--- config.mk ---
export PLATFORM = sky130hd
export DESIGN_NAME = ahb_bus_arbiter
export DESIGN_NICKNAME = d
export VERILOG_FILES = /design/src/rtl/ahb_bus_arbiter.sv
export SDC_FILE = /design/constraint.sdc
export NUM_CORES = 1
export LEC_CHECK = 0
export BUFFER_PORTS_ARGS = -buffer_cell sky130_fd_sc_hd__buf_2
export CAP_MARGIN = 30
export CORE_MARGIN = 2
export CORE_UTILIZATION = 58
export DETAILED_ROUTE_END_ITERATION = 8
export GPL_TIMING_DRIVEN = 0
export PLACE_DENSITY = 0.91
export SYNTH_ARGS = -nofsm -noshare
export SYNTH_HDL_FRONTEND = slang
export SYNTH_SLANG_ARGS = --single-unit
--- constraint.sdc ---
create_clock -name clk -period 3.15 [get_ports clk]
set_clock_uncertainty 0.2 [all_clocks]
set_input_delay 0.315 -clock clk [delete_from_list [all_inputs] [get_ports clk]]
set_output_delay 0.315 -clock clk [all_outputs]
set_load 0.01 [all_outputs]
--- src/rtl/ahb_bus_arbiter.sv ---
// Round-robin AHB master arbiter with a per-tenure beat budget.
// Drives a one-hot grant and tracks the address-phase and data-phase owners.
module ahb_bus_arbiter #(
    parameter int NUM_MASTERS     = 2,
    parameter int DEFAULT_MASTER  = 0,
    parameter int MAX_GRANT_BEATS = 16
) (
    input  logic                           clk,
    input  logic                           rst,
    input  logic [NUM_MASTERS-1:0]         Bus_Req,
    input  logic [1:0]                     HTrans,
    input  logic                           HReady,
    output logic [NUM_MASTERS-1:0]         Bus_Grant,
    output logic [$clog2(NUM_MASTERS)-1:0] HMaster,
    output logic [$clog2(NUM_MASTERS)-1:0] HMaster_Data,
    output logic                           Parked
);

    localparam int IDX_W = $clog2(NUM_MASTERS);
    localparam int CNT_W = 8;

    localparam logic [IDX_W-1:0]       DEF_IDX   = IDX_W'(DEFAULT_MASTER);
    localparam logic [NUM_MASTERS-1:0] DEF_GNT   = NUM_MASTERS'(1) << DEFAULT_MASTER;
    localparam logic [CNT_W-1:0]       MAX_BEATS = CNT_W'(MAX_GRANT_BEATS);

    localparam logic [1:0] HTRANS_NONSEQ = 2'b10;
    localparam logic [1:0] HTRANS_SEQ    = 2'b11;

    typedef enum logic {
        PARK  = 1'b0,
        OWNED = 1'b1
    } state_e;

    state_e                 state_q, state_d;
    logic [NUM_MASTERS-1:0] gnt_q, gnt_d;
    logic [IDX_W-1:0]       gnt_idx_q, gnt_idx_d;
    logic [IDX_W-1:0]       hmaster_q, hmaster_d;
    logic [IDX_W-1:0]       hmaster_data_q, hmaster_data_d;
    logic [IDX_W-1:0]       rr_ptr_q, rr_ptr_d;
    logic [CNT_W-1:0]       beat_cnt_q, beat_cnt_d;

    logic             beat_valid;
    logic             budget_spent;
    logic             rearb;
    logic             win_found;
    logic [IDX_W-1:0] win_idx;
    logic [IDX_W-1:0] cand_idx;

    assign beat_valid   = (HTrans == HTRANS_NONSEQ) || (HTrans == HTRANS_SEQ);
    assign budget_spent = (beat_cnt_q == MAX_BEATS);
    assign rearb        = HReady && ((state_q == PARK) || !Bus_Req[hmaster_q] || budget_spent);

    // Search starts just past the last winner; the last winner itself is
    // visited last, so an exhausted owner is re-granted only when alone.
    always_comb begin
        // NOTE: every variable written in always_comb gets a default first;
        // a path that leaves one unassigned would infer a latch.
        win_found = 1'b0;
        win_idx   = DEF_IDX;
        cand_idx  = DEF_IDX;
        for (int off = 1; off <= NUM_MASTERS; off++) begin
            cand_idx = IDX_W'((int'(rr_ptr_q) + off) % NUM_MASTERS);
            if (!win_found && Bus_Req[cand_idx]) begin
                win_found = 1'b1;
                win_idx   = cand_idx;
            end
        end
    end

    always_comb begin
        state_d        = state_q;
        gnt_d          = gnt_q;
        gnt_idx_d      = gnt_idx_q;
        hmaster_d      = hmaster_q;
        hmaster_data_d = hmaster_data_q;
        rr_ptr_d       = rr_ptr_q;
        beat_cnt_d     = beat_cnt_q;

        // Wait states freeze the whole arbiter.
        if (HReady) begin
            hmaster_d      = gnt_idx_q;
            hmaster_data_d = hmaster_q;

            if (rearb) begin
                beat_cnt_d = '0;
                if (win_found) begin
                    state_d   = OWNED;
                    gnt_d     = NUM_MASTERS'(1) << win_idx;
                    gnt_idx_d = win_idx;
                    rr_ptr_d  = win_idx;
                end else begin
                    state_d   = PARK;
                    gnt_d     = DEF_GNT;
                    gnt_idx_d = DEF_IDX;
                end
            end else if (gnt_idx_q != hmaster_q) begin
                // Address phase is changing hands: the new owner starts fresh.
                beat_cnt_d = '0;
            end else if (beat_valid && !budget_spent) begin
                beat_cnt_d = beat_cnt_q + CNT_W'(1);
            end
        end
    end

    // Synchronous reset: abandons any in-flight tenure and parks the bus.
    always_ff @(posedge clk) begin
        // NOTE: sequential state uses non-blocking assignments so every
        // register samples the pre-edge values regardless of statement order.
        if (rst) begin
            state_q        <= PARK;
            gnt_q          <= DEF_GNT;
            gnt_idx_q      <= DEF_IDX;
            hmaster_q      <= DEF_IDX;
            hmaster_data_q <= DEF_IDX;
            rr_ptr_q       <= DEF_IDX;
            beat_cnt_q     <= '0;
        end else begin
            state_q        <= state_d;
            gnt_q          <= gnt_d;
            gnt_idx_q      <= gnt_idx_d;
            hmaster_q      <= hmaster_d;
            hmaster_data_q <= hmaster_data_d;
            rr_ptr_q       <= rr_ptr_d;
            beat_cnt_q     <= beat_cnt_d;
        end
    end

    assign Bus_Grant    = gnt_q;
    assign HMaster      = hmaster_q;
    assign HMaster_Data = hmaster_data_q;
    assign Parked       = (state_q == PARK);

endmodule

Yosys cells after proc, flatten, opt, wreduce, memory -nomap -nowiden:

Cells that the tools add are included.

* output and inout port bits: 5
* word-level logic and storage cells: 48
* register bits: 15

* bitwise logic cells: 1
* shifts and indexed selects: 1
* eq/ne operators: 4
* reductions and logical operators: 13
* magnitude comparators: 3
* multiplexer cells: 16
* add/sub/neg operators: 3

Operators with widths (number)
* $mux W8: 3
* $mux W1: 12
* $add A8 B1 Y8 const B: 1
* $eq A8 B5 Y1 const B: 1
* $lt A1 B2 Y1 const B: 3
* $eq A2 B2 Y1 const B: 2
* $reduce_and A2 Y1: 2
* $logic_and A1 B1 Y1: 3
* $logic_not A1 Y1: 3
* $logic_or A1 B1 Y1: 3
* $reduce_and A3 Y1: 1
* $reduce_bool A3 Y1: 1
* $add A1 B1 Y1 const B: 2
* $mux W2: 1
* $shl A1 B1 Y2 const A: 1
* $ne A1 B1 Y1: 1
* $not A1 Y1: 1

Depth between registers and ports, before layout:

* word-level depth: 9
* gate-level depth with buffers: 7
* mapped depth without buffers: 6

Least setup slack after synthesis:

OpenSTA, ideal clock, no wires.

* path type: flip-flop to flip-flop
* from: register beat_cnt_q[0]
* to: register beat_cnt_q[5]
* period minus slack after synthesis: 1.833 ns
* data arrival time: 1.559 ns
* slack: 1.317 ns
* path buffers: 1
* stages on the path, launching flop included: 8
* cells stage by stage: dfxtp_1 -> inv_1 -> ha_1 -> nor4b_2 -> a311oi_4 -> buf_6 -> o2111ai_1 -> a31oi_1

* cells in the longest elaborated chain, start to end: 5
* elaborated cells on any way between the ends: 11
* those cells by class: add/sub (1); eq/ne (1); mux (3); reduce/logical (6)

RTL lines
* start, declared: line 40 `logic [CNT_W-1:0] beat_cnt_q, beat_cnt_d;`
* start signal, assigned: line 124 `beat_cnt_q <= beat_cnt_d;`
* parallel branches: the longest is 5 deep, another holds $add A8 B1 Y8

Parallel ways; which one is timed is not known. The select of a mux whose other input is x is not followed.
A chain may end at the register's enable or synchronous reset.

Worst setup path in the final report:

* from: register beat_cnt_q[0]
* to: register beat_cnt_q[2]

The elaborated chain is that of the path after synthesis.

==> metrics <==
worst slew pin tran=0.491 ns; initial antenna violation count=0; Worst R2R Start=beat_cnt_q[0]; Primary FF master, synth=dfxtp_1; Detailed Route WL=1710 µm; placed cells=121; Rows=13; number of CTS-inserted buffers=3; biggest area consumer among synthesized cells=dfxtp_1; Async SR Flop Fraction=0%; Worst Hold Launch=Bus_Req[1]; CTS HTree Levels=1; PwrDens=369 nW/µm²; RSZ-0062 raised after global routing=false; clock buffer depth=2; clk sinks=14; Max Fclk=0.482 GHz; Max IR drop VDD=0.136 mV; leakage=0.313 nW; crit share post-route=65.9%; DP HPWL=1270 µm; IO Port Bufs=9; Initial DRT Pass Iterations=4; CP endpoint kind=flip-flop; cts repair resizes=0; DRT iter0 DRCs=24; Max transition margin=67.3%; vias post-DR=779; maximum number of pins on one net before global-route repair=11; Post-Synthesis Cell Area=798 µm²; Slew Viols, Final=0; drt drc=0; vias per cell=6.28; CTS clock-pin slew for the worst setup and hold paths=0.08 ns; TritonCTS clock tree=yes; crit path DAT=2.08 ns; min-delay worst type=in2reg; Distinct cells, synth=32; Total Power=0.326 mW; Setup WS pre-CTS=1.10 ns; hold path depth=3; die width=41.1 µm; Reg2Reg Depth=7; total negative setup slack=0 ns; Post-Syn Area per Cell=8.23 µm²; number of nets in the layout=120; initial core utilization=61.3%; Layout area overhead=10.8%; CTS root buf=clkbuf_4; ANT nets after route=0; synthesized instance count=97; hold endpoint=state_q; worst skew pair latency=0.27 ns; I/O Pins=12; die height=41.1 µm; startpoint types=flip-flop; core area=1300 µm²; # Max-Cap Violations=0; fin cells=124; sequential area share after synthesis=35.1%; first-pass GRT wire length=2590 µm; post-synthesis register bit count=14; Net Count, Synth=106; WP data required=3.15 ns; critical setup path kind=reg2reg; die area=1690 µm²; critical path fanouts, max=10; post-CTS setup buffer count=0; total grt overflow=0; Final Hold Fails=0; status=finished, final reports clean; fin crit period=2.07 ns; Antenna diodes=0; top cell type's share of synthesized area=35.1%; Hold-fix buffers, CTS=0; layout cells sized above 1=16.5%; Final Setup Violations=0; Routed wire per std cell=13.8 µm; number of synthesized flops with an enable pin=0; vias in the first global route=619; Synth area leaders=dfxtp_1 (35%), nand4_1 (5.5%), nand2_1 (5.2%); GPL Wtd Cong=0.869; Yosys Warn Count=0; worst setup margin=1.08 ns; gr usage total=23.7%; r2r setup slk=1.08 ns; r2r endpoint=beat_cnt_q[2]
## layer usage
layer,up-vias,global-route usage [%],wire [µm]
met5,-,0,0
met1,375,28.3,752
met4,0,9.68,12
met2,17,40.6,857
met3,2,4.89,88
li1,385,-,-
## area by class of cell
class	count	area (µm²)
buffer	7	38.8
clock buffer	3	22.5
fill	112	417
inverter	5	18.8
multi-input combinational	71	460
sequential	14	280
tap	15	18.8
timing repair buffer	9	45.0
## Yosys cell counts (2+ instances only)
cell type / count
a211oi_1: 2
clkbuf_1: 4
inv_1: 5
a31oi_1: 4
nor2_1: 7
a21oi_1: 3
nand3b_1: 3
nand2_1: 11
mux2i_1: 3
nand3_1: 4
ha_1: 2
nand4b_1: 2
and3_1: 3
or3_1: 2
nor3_1: 5
dfxtp_1: 14
nand4_1: 7
o22ai_1: 2
## critical path, cell delays in order (launching register included)
cell and delay, ns:
dfxtp_1 0.40, inv_1 0.09, ha_1 0.21, nor4b_2 0.18
a311oi_4 0.43, buf_6 0.21, nand4_1 0.10, a31oi_1 0.18
## sequential cells by signal, summed over array words and instances (netlist names)
register / count
beat_cnt_q: 8
HMaster_Data: 1
HMaster: 1
rr_ptr_q: 1
Bus_Grant: 2
state_q: 1
## cell families after synthesis
group,count (synthesis),synth area share (%)
simple gates,47,32.3
compound gates,18,17.4
flops,14,35.1
buf+inv,12,7.21
mux,3,3.76
fa+ha+maj,2,3.13
xor+xnor,1,1.10
## worst max path at each step
| stage | from | endpoint | slack [ns] | depth (start not counted) |
|---|---|---|---|---|
| 2_1_floorplan | beat_cnt_q[0] | beat_cnt_q[5] | 1.32 | 7 |
| 5_1_grt | beat_cnt_q[0] | beat_cnt_q[5] | 0.90 | 7 |
| 4_1_cts | beat_cnt_q[0] | beat_cnt_q[2] | 1.08 | 7 |
| 6_report | beat_cnt_q[0] | beat_cnt_q[2] | 1.08 | 7 |
| 3_3_place_gp | beat_cnt_q[0] | beat_cnt_q[5] | 1.16 | 7 |
| 3_5_place_dp | beat_cnt_q[0] | beat_cnt_q[2] | 1.10 | 7 |
## report_power, final
group	internal (mW)	leakage, nW	switching [mW]
sequential	0.181	0.114	0.00315
combinational	0.0176	0.186	0.0280
clock	0.0442	0.0138	0.0522
## layout by cell type, fill, tap and decap left out
master	n
a211oi_1	2
a21o_1	1
a21oi_1	3
a311oi_4	1
a31oi_1	4
and2_1	1
and3_1	3
buf_2	10
buf_4	1
buf_6	1
clkbuf_1	4
clkbuf_4	3
dfxtp_1	14
ha_1	2
inv_1	5
mux2i_1	3
nand2_1	11
nand3_1	4
nand3b_1	3
nand4_1	7
nand4b_1	2
nor2_1	7
nor3_1	5
nor4b_2	1
o2111ai_1	1
o211ai_1	1
o21ai_1	1
o21bai_1	1
o221ai_1	1
o22ai_1	2
or3_1	2
or3b_2	1
xnor2_1	1
## metrics by stage
| step | util, % | hold WS, ns | area (µm²) |
|---|---|---|---|
| 2_1_floorplan | - | 0.234 | 798 |
| 3_3_place_gp | 66.3 | 0.252 | 862 |
| 3_5_place_dp | 66.3 | 0.253 | 862 |
| 4_1_cts | 68.0 | 0.155 | 885 |
| 5_1_grt | 68.0 | 0.158 | 885 |
| 6_report | 68.0 | 0.159 | 885 |
No activity file was read; power rests on OpenSTA's default activity.
